**config.mk**
```make
export PLATFORM = sky130hd
export DESIGN_NAME = nco_phase_gen
export DESIGN_NICKNAME = d
export VERILOG_FILES = /design/src/rtl/nco_phase_gen.sv
export SDC_FILE = /design/constraint.sdc
export NUM_CORES = 1
export LEC_CHECK = 0
export CORE_ASPECT_RATIO = 0.7
export CORE_UTILIZATION = 30
export DETAILED_ROUTE_END_ITERATION = 8
export PLACE_DENSITY = 0.58
export SYNTH_ARGS = -nofsm -noshare
export SYNTH_HDL_FRONTEND = slang
export SYNTH_SLANG_ARGS = --single-unit
```
**constraint.sdc**
```tcl
create_clock -name clk -period 6.6 [get_ports clk]
set_clock_uncertainty 0.05 [all_clocks]
set_input_delay 1.32 -clock clk [delete_from_list [all_inputs] [get_ports clk]]
set_output_delay 1.32 -clock clk [all_outputs]
set_load 0.03 [all_outputs]
```
**src/rtl/nco_phase_gen.sv**
```systemverilog
// nco_phase_gen: phase accumulator NCO driving a sin/cos lookup read address
// Ports:
//   clk, rst_n      clock, synchronous active-low reset
//   fcw_data_i      new frequency control word, offered with fcw_valid_i
//   fcw_valid_i     fcw_data_i is valid
//   fcw_ready_o     block can accept a new FCW
//   phase_offset_i  phase offset added to the address, sampled on each tick
//   sync_i          request to zero the accumulator on the next tick
//   r_addr_o        registered lookup read address
//   addr_valid_o    r_addr_o updated this cycle
//   data_valid_o    lookup outputs correspond to the last address
//   wrap_o          accumulator overflowed on the last tick
module nco_phase_gen #(
  parameter int ACC_WIDTH = 32,
  parameter int ADDR_WIDTH = 12,
  parameter int DIV = 1,
  parameter logic [ACC_WIDTH-1:0] FCW_DEFAULT = 32'h0010_0000
) (
  input  logic                  clk,
  input  logic                  rst_n,
  input  logic [ACC_WIDTH-1:0]  fcw_data_i,
  input  logic                  fcw_valid_i,
  output logic                  fcw_ready_o,
  input  logic [ADDR_WIDTH-1:0] phase_offset_i,
  input  logic                  sync_i,
  output logic [ADDR_WIDTH-1:0] r_addr_o,
  output logic                  addr_valid_o,
  output logic                  data_valid_o,
  output logic                  wrap_o
);
  localparam int CW = DIV > 1 ? $clog2(DIV) : 1;
  typedef enum logic {IDLE, PEND} state_t;
  state_t state_q, state_d;
  logic [CW-1:0] cnt_q, cnt_d;
  logic [ACC_WIDTH-1:0] acc_q, acc_d, fcw_active_q, fcw_active_d, fcw_pend_q, fcw_pend_d, step, sum;
  logic [ADDR_WIDTH-1:0] r_addr_q, r_addr_d;
  logic sync_q, sync_d, sync_now, tick, accept, carry, wrap_d;
  logic fcw_ready_q, addr_valid_q, data_valid_q, wrap_q;
  assign tick = cnt_q == CW'(DIV - 1);
  // fcw_ready_q mirrors the IDLE state once out of reset
  assign accept = fcw_valid_i & fcw_ready_q;
  always_comb begin
    step = state_q == PEND ? fcw_pend_q : fcw_active_q;
    {carry, sum} = {1'b0, acc_q} + {1'b0, step};
    // a sync seen between ticks is held until the next tick services it
    sync_now = sync_i | sync_q;
    cnt_d = tick ? '0 : cnt_q + CW'(1);
    sync_d = tick ? 1'b0 : sync_now;
    acc_d = !tick ? acc_q : sync_now ? '0 : sum;
    wrap_d = tick & ~sync_now & carry;
    r_addr_d = tick ? acc_d[ACC_WIDTH-1 -: ADDR_WIDTH] + phase_offset_i : r_addr_q;
    fcw_pend_d = accept ? fcw_data_i : fcw_pend_q;
    fcw_active_d = (state_q == PEND && tick) ? fcw_pend_q : fcw_active_q;
    state_d = state_q == IDLE ? (accept ? PEND : IDLE) : (tick ? IDLE : PEND);
  end
  always_ff @(posedge clk) begin
    if (!rst_n) begin
      state_q <= IDLE;
      cnt_q <= '0;
      acc_q <= '0;
      fcw_active_q <= FCW_DEFAULT;
      fcw_pend_q <= '0;
      sync_q <= 1'b0;
      r_addr_q <= '0;
      fcw_ready_q <= 1'b0;
      addr_valid_q <= 1'b0;
      data_valid_q <= 1'b0;
      wrap_q <= 1'b0;
    end else begin
      state_q <= state_d;
      cnt_q <= cnt_d;
      acc_q <= acc_d;
      fcw_active_q <= fcw_active_d;
      fcw_pend_q <= fcw_pend_d;
      sync_q <= sync_d;
      r_addr_q <= r_addr_d;
      fcw_ready_q <= state_d == IDLE;
      addr_valid_q <= tick;
      data_valid_q <= addr_valid_q;
      wrap_q <= wrap_d;
    end
  end
  assign fcw_ready_o = fcw_ready_q;
  assign r_addr_o = r_addr_q;
  assign addr_valid_o = addr_valid_q;
  assign data_valid_o = data_valid_q;
  assign wrap_o = wrap_q;
endmodule

```
==> flow_metrics.tcl, run 1 <==
set metrics [dict create \
    ys_types 76 \
    drive_above_1_share_pct 10.37 \
    gr-usage-met2_pct 18.53 \
    hp-class "flip-flop to flip-flop" \
    setup_viol 0 \
    tritoncts "built" \
    dp.final_hpwl_um 12340 \
    path_class "flip-flop to flip-flop" \
    cap_viol_max_count 0 \
    post_cts_hold_buffer_count 0 \
    postSynth.topFlopCell "sky130_fd_sc_hd__dfxtp_1" \
    critical_path_required_ns 6.90 \
    clock_sink_count 115 \
    grt-busiest-layer "met1" \
    fp.dieH_um 125.9 \
    p_leak_nw 3.135 \
    final_cell_mix "sky130_fd_sc_hd__nand2_1, sky130_fd_sc_hd__dfxtp_1, sky130_fd_sc_hd__a21oi_1" \
    post_cts.repair.setup_buffers 0 \
    syn2layout_area_growth_pct 21.66 \
    timing.critical_path.to_type "flip-flop" \
    drtAntennaViolNets 0 \
    fp.dieW_um 178.9 \
    worst_ep_arrival_time_ns 5.92 \
    fin_setup_tns_ns 0 \
    post_synth_instance_area_um2 6575 \
    total_routing_usage_reported_by_global_routing_pct 15.53 \
    fmax_mhz 178.0 \
    report.final.hold_viol_count 0 \
    initial_utilization_pct 31.18 \
    power_density_nw_per_um2 233.9 \
    core_um2 21090 \
    numCtsBuffers 17 \
    netlist_instances 814 \
    grt_pass1_vias 5174 \
    met1_layer_usage_reported_by_global_route_pct 25.86 \
    grt_start_max_net_pins 49 \
    gp_congestion 0.8767 \
    ios 64 \
    first_pass_iters 5 \
    post_drt_via_cell_ratio 4.981 \
    cts_root_buf "sky130_fd_sc_hd__clkbuf_16" \
    grt_setup_unrepaired "no" \
    grtUsageMet3_pct 3.835 \
    critPathLaunchType "flip-flop" \
    antenna_found_initial 0 \
    syn-mean-instance-area_um2 8.077 \
    via_count 5698 \
    cts_clock_pin_slew_for_the_worst_setup_and_hold_paths_ns 0.05 \
    tightest_pin_transition_ns 1.130 \
    status "completed" \
    drt_initial_violations 323 \
    postRouteWirelength_um 16900 \
    drcViolationCount 0 \
    irDropWorstVdd_mv 0.1386 \
    timing.max_slew.rel_slack_pct 24.69 \
    overflow 0 \
    yosys_register_bits 115 \
    synth.net_count 907 \
    worstPathMaxFanout 12 \
    numPortBuffers 63 \
    share_of_the_clock_period_used_by_the_worst_path_pct 85.13 \
    synth_sequential_area_ratio_pct 35.01 \
    clk_latency_ns 0.42 \
    synth_warnings 0 \
    grt_pass1_wl_um 27340 \
    final_common_cell "sky130_fd_sc_hd__nand2_1" \
    rows 44 \
    finish.net_count 948 \
    final_max_slew_viol_count 0 \
    async_flop_share_pct 0 \
    ctsLongestPathBuffers 2 \
    worst_hold_check_slack_ns 0.4002 \
    cts.htree.levels 4 \
    die_area_um2 22520 \
    cts.repair.resized 0 \
    wl_per_cell_um 14.77 \
    final_total_pwr_mw 1.871 \
    fillCellCount 2153 \
    antenna-diode-count 0 \
    number_of_synthesized_flops_with_an_enable_pin 0 \
    time_the_final_worst_path_needs_with_i_o_delays_and_setup_ns 5.618 \
]
## Yosys cell counts, drive strengths merged (2+ instances only)
cell type | count | area share (%)
o31a | 2 | 0.29
nand2b | 3 | 0.29
o31ai | 6 | 0.89
and2 | 11 | 1.1
a211o | 2 | 0.30
a21oi | 106 | 8.1
nor3b | 7 | 0.80
a22o | 4 | 0.53
or3 | 5 | 0.49
mux2i | 8 | 1.2
xor2 | 9 | 1.2
buf | 8 | 0.59
nand2 | 181 | 10
ha | 43 | 8.2
a211oi | 9 | 1.0
mux2 | 32 | 5.5
o21ai | 45 | 3.5
or2 | 3 | 0.29
and3b | 2 | 0.27
a32o | 4 | 0.61
o21bai | 3 | 0.34
xnor2 | 11 | 1.5
a21boi | 5 | 0.57
o211ai | 6 | 0.69
a31oi | 6 | 0.67
nand4 | 4 | 0.38
nor2 | 27 | 1.5
fa | 2 | 0.61
o21a | 6 | 0.69
dfxtp | 115 | 35
a21o | 11 | 1.3
nor4b | 2 | 0.27
nor3 | 11 | 0.84
nand3 | 16 | 1.3
inv | 24 | 1.4
a311oi | 2 | 0.27
and3 | 5 | 0.49
clkbuf | 39 | 2.7
nor2b | 7 | 0.67
## per-stage QoR
stage	cell area [µm²]	utilization, %	std cells	setup slack [ns]
2_1_floorplan	6575	-	814	1.447
3_3_place_gp	7382	35.01	1112	1.158
3_5_place_dp	7382	35.01	1112	1.060
4_1_cts	7999	37.94	1144	1.019
5_1_grt	7999	37.94	1144	0.5119
6_report	7999	37.94	1144	0.9817
## layout make-up
type	instances	area, µm²	share of cell area, %
multi-input cells	628	3969	49.62
flip-flops and latches	115	2302	28.78
repair buffers	69	675.6	8.447
clock buffers	19	442.9	5.537
well taps	276	345.3	4.317
clock inverters	13	173.9	2.174
inverters	24	90.09	1.126
## sequential cells by signal, indices dropped and copies added (netlist names)
register,cells
cnt_q,1
fcw_ready_o,1
sync_q,1
fcw_active_q,32
data_valid_o,1
r_addr_o,12
addr_valid_o,1
acc_q,32
fcw_pend_q,32
wrap_o,1
state_q,1
## report_power, final
part / internal (mW) / switching (mW)
Sequential: 0.715 / 0.0169
Clock: 0.610 / 0.352
Combinational: 0.0776 / 0.0989
Total: 1.40 / 0.468
## logic make-up (layout without fill, tap and decap cells)
| logic type | Yosys count | after routing | share of synthesized area, % |
|---|---|---|---|
| AND/OR/NAND/NOR | 293 | 293 | 20.19 |
| buffers and inverters | 71 | 125 | 4.662 |
| adder cells (fa/ha/maj) | 45 | 45 | 8.792 |
| other | 1 | 1 | 0.05703 |
| flip-flops | 115 | 115 | 35.01 |
| multiplexers | 40 | 40 | 6.698 |
| AO/OA/AOI/OAI | 228 | 228 | 21.58 |
| XOR/XNOR | 21 | 21 | 3.007 |
## routing by layer
metal	part of all wire (%)	up-vias
li1	-	2948
met1	58	2621
met2	37	119
met3	4.7	10
met4	0.73	0
met5	0	-
## worst max-delay path, cell delays in order (launching register included)
cell and delay (ns):
sky130_fd_sc_hd__dfxtp_1 0.61, sky130_fd_sc_hd__buf_4 0.30, sky130_fd_sc_hd__mux2_2 0.36, sky130_fd_sc_hd__ha_1 0.35, sky130_fd_sc_hd__and2b_2 0.20, sky130_fd_sc_hd__o31ai_4 0.09, sky130_fd_sc_hd__a2111oi_4 0.33, sky130_fd_sc_hd__nor3_1 0.09
sky130_fd_sc_hd__o31ai_1 0.43, sky130_fd_sc_hd__a31oi_1 0.22, sky130_fd_sc_hd__mux2i_1 0.18, sky130_fd_sc_hd__nand2_1 0.09, sky130_fd_sc_hd__ha_1 0.18, sky130_fd_sc_hd__inv_1 0.06, sky130_fd_sc_hd__fa_1 0.37, sky130_fd_sc_hd__nor2b_1 0.17
sky130_fd_sc_hd__o21ai_0 0.11, sky130_fd_sc_hd__a21oi_1 0.20, sky130_fd_sc_hd__o21ai_0 0.13, sky130_fd_sc_hd__a21boi_0 0.41, sky130_fd_sc_hd__o211ai_1 0.17, sky130_fd_sc_hd__a2111o_1 0.38, sky130_fd_sc_hd__nand3_1 0.06
## final timing paths
path / startpoint / to / slack (ns) / cells past startpoint
setup / recovery: state_q$_SDFF_PN0_ / r_addr_o[10]$_SDFFE_PN0N_ / 0.98 / 22
hold / removal: r_addr_o[7]$_SDFFE_PN0N_ / r_addr_o[7]$_SDFFE_PN0N_ / 0.40 / 2
setup reg to reg: state_q$_SDFF_PN0_ / r_addr_o[10]$_SDFFE_PN0N_ / 0.98 / 22
hold reg to reg: r_addr_o[7]$_SDFFE_PN0N_ / r_addr_o[7]$_SDFFE_PN0N_ / 0.40 / 2
No activity file was read; power rests on OpenSTA's default activity.
==> run 2: changes to the inputs <==
CORE_ASPECT_RATIO = unset   (was 0.7)
==> run 2 against run 1 <==
Net effect:
- utilization down 0.29 points
- sequential power about the same
- setup slack worse by 0.16 ns
- sequential share of layout area down 0.054 points
- largest power group unchanged
- register-to-register slack worse by 0.16 ns
- non-clock buffer count up 1
- critical path type unchanged
- global-route usage down 0.51 points
- first-iteration DRC count down 6.5%
- fmax down 2.7%
- via count down 0.65%
==> flow_metrics.tcl, run 2 (synthesis gave the netlist of run 1 again) <==
set metrics [dict create \
    status "completed" \
    p_leak_nw 3.139 \
    ctsLongestPathBuffers 2 \
    report.final.hold_viol_count 0 \
    overflow 0 \
    post_drt_via_cell_ratio 4.948 \
    post_cts.repair.setup_buffers 0 \
    worstRegToRegCells 23 \
    numCtsBuffers 17 \
    worst_r2r_endpoint "r_addr_o[10]$_SDFFE_PN0N_" \
    hp-class "flip-flop to flip-flop" \
    gp_congestion 0.8074 \
    grt_pass1_vias 5297 \
    timing.max_slew.rel_slack_pct 25.06 \
    seq_area_um2 2302 \
    hold-path-endpoint "fcw_active_q[16]$_SDFFE_PN0P_" \
    drtAntennaViolNets 0 \
    first_pass_iters 5 \
    power_density_nw_per_um2 236.9 \
    initial_utilization_pct 30.89 \
    numPortBuffers 63 \
    multiInputGateArea_um2 3969 \
    wl_per_cell_um 14.15 \
    grt_start_max_net_pins 49 \
    core_um2 21290 \
    fillCellCount 2185 \
    clock_sink_count 115 \
    tritoncts "built" \
    drcViolationCount 0 \
    cts_clock_pin_slew_for_the_worst_setup_and_hold_paths_ns 0.06 \
    irDropWorstVdd_mv 0.1412 \
    share_of_the_clock_period_used_by_the_worst_path_pct 87.51 \
    finish.utilization_pct 37.65 \
    cts.repair.resized 0 \
    worst_ep_arrival_time_ns 6.09 \
    final_common_cell "sky130_fd_sc_hd__nand2_1" \
    top_regs "acc_q (32), fcw_active_q (32), fcw_pend_q (32)" \
    critPathLaunchType "flip-flop" \
    drive_above_1_share_pct 10.47 \
    total_routing_usage_reported_by_global_routing_pct 15.03 \
    rows 53 \
    antenna-diode-count 0 \
    placed_cell_area_um2 7388 \
    postRouteWirelength_um 16190 \
    syn2layout_area_growth_pct 21.88 \
    clk_latency_ns 0.43 \
    fp.dieW_um 150.0 \
    post-route-worst-setup-slack_ns 0.8242 \
    via_count 5661 \
    slack_of_the_worst_reg_to_reg_path_ns 0.82 \
    finish.net_count 949 \
    ios 64 \
    final_cell_mix "sky130_fd_sc_hd__nand2_1, sky130_fd_sc_hd__dfxtp_1, sky130_fd_sc_hd__a21oi_1" \
    time_the_final_worst_path_needs_with_i_o_delays_and_setup_ns 5.776 \
    worstPathMaxFanout 17 \
    whs_path_depth 2 \
    drt_initial_violations 302 \
    final_max_slew_viol_count 0 \
    timing.critical_path.to_type "flip-flop" \
    cts.htree.levels 4 \
    worst_case_setup_slack_after_placement_ns 0.8659 \
    tightest_pin_transition_ns 1.121 \
    final_design_area_no_fill_um2 8014 \
    cts_root_buf "sky130_fd_sc_hd__clkbuf_16" \
    timing.hold.worst.start "fcw_active_q[16]$_SDFFE_PN0P_" \
    die_area_um2 22510 \
    setup_viol 0 \
    antenna_found_initial 0 \
    critical_path_required_ns 6.92 \
    fp.dieH_um 150.0 \
    grt_setup_unrepaired "no" \
    fin_setup_tns_ns 0 \
    fmax_mhz 173.1 \
    grt_pass1_wl_um 26350 \
    post_cts_hold_buffer_count 0 \
    dp.final_hpwl_um 11390 \
    cap_viol_max_count 0 \
    r2r_start "state_q$_SDFF_PN0_" \
    path_class "flip-flop to flip-flop" \
]
==> run 2: changes by cell type in the layout (fill, tap and decap cells not counted), sizes merged <==
cell      delta
inv          -3
clkinvlp     +2
buf          +1
bufinv       +1
==> run 2: report_power, final <==
group | switching [mW] | total, mW | internal, mW
sequential | 0.0163 | 0.732 | 0.715
clock | 0.352 | 0.992 | 0.640
combinational | 0.0965 | 0.174 | 0.0779
total | 0.465 | 1.90 | 1.43
==> run 2: critical path: stages, from the launching register on <==
cell and delay, ns:
sky130_fd_sc_hd__dfxtp_1 0.81, sky130_fd_sc_hd__mux2_2 0.29, sky130_fd_sc_hd__ha_1 0.18, sky130_fd_sc_hd__inv_1 0.07, sky130_fd_sc_hd__fa_1 0.39, sky130_fd_sc_hd__and2b_2 0.26, sky130_fd_sc_hd__o31ai_4 0.09, sky130_fd_sc_hd__a2111oi_4 0.34
sky130_fd_sc_hd__nor3_1 0.10, sky130_fd_sc_hd__o31ai_1 0.42, sky130_fd_sc_hd__a31oi_1 0.23, sky130_fd_sc_hd__mux2i_1 0.18, sky130_fd_sc_hd__nand2_1 0.10, sky130_fd_sc_hd__ha_1 0.18, sky130_fd_sc_hd__inv_1 0.06, sky130_fd_sc_hd__fa_1 0.37
sky130_fd_sc_hd__nor2b_1 0.15, sky130_fd_sc_hd__o21ai_0 0.12, sky130_fd_sc_hd__a21oi_1 0.20, sky130_fd_sc_hd__o21ai_0 0.13, sky130_fd_sc_hd__a21boi_0 0.39, sky130_fd_sc_hd__o211ai_1 0.17, sky130_fd_sc_hd__a2111o_1 0.38, sky130_fd_sc_hd__nand3_1 0.06
==> run 2: cell type report <==
cell class / instances / area share (%)
multi-input combinational: 628 / 49.52
sequential: 115 / 28.73
timing repair buffer: 70 / 8.525
clock buffer: 19 / 5.527
tap: 275 / 4.294
clock inverter: 13 / 2.279
inverter: 24 / 1.124
==> run 2: worst max path at each step <==
stage | startpoint | end | slack (ns) | cells past startpoint
2_1_floorplan | state_q$_SDFF_PN0_ | r_addr_o[8]$_SDFFE_PN0N_ | 1.45 | 23
3_3_place_gp | state_q$_SDFF_PN0_ | r_addr_o[10]$_SDFFE_PN0N_ | 0.95 | 23
3_5_place_dp | state_q$_SDFF_PN0_ | r_addr_o[10]$_SDFFE_PN0N_ | 0.87 | 23
4_1_cts | state_q$_SDFF_PN0_ | r_addr_o[10]$_SDFFE_PN0N_ | 0.83 | 23
5_1_grt | state_q$_SDFF_PN0_ | r_addr_o[10]$_SDFFE_PN0N_ | 0.15 | 20
6_report | state_q$_SDFF_PN0_ | r_addr_o[10]$_SDFFE_PN0N_ | 0.82 | 23
==> run 2: per-layer routing <==
| metal | wire length [µm] | vias to the layer above | global-route usage, % |
|---|---|---|---|
| met5 | 0 | - | 0 |
| met4 | 208 | 0 | 4.293 |
| met3 | 513 | 16 | 3.841 |
| met2 | 7827 | 87 | 25.35 |
| met1 | 7641 | 2623 | 18.75 |
| li1 | - | 2935 | - |
==> run 2: per-stage QoR <==
stage                     hold slack, ns  power (mW)  cells
after floorplan                   0.3814      0.8516    814
after global placement            0.3890      0.9217   1112
after CTS                         0.4050       1.917   1144
after global routing              0.4162       1.967   1144
after detailed placement          0.3967      0.9224   1112
final                             0.4023       1.898   1144
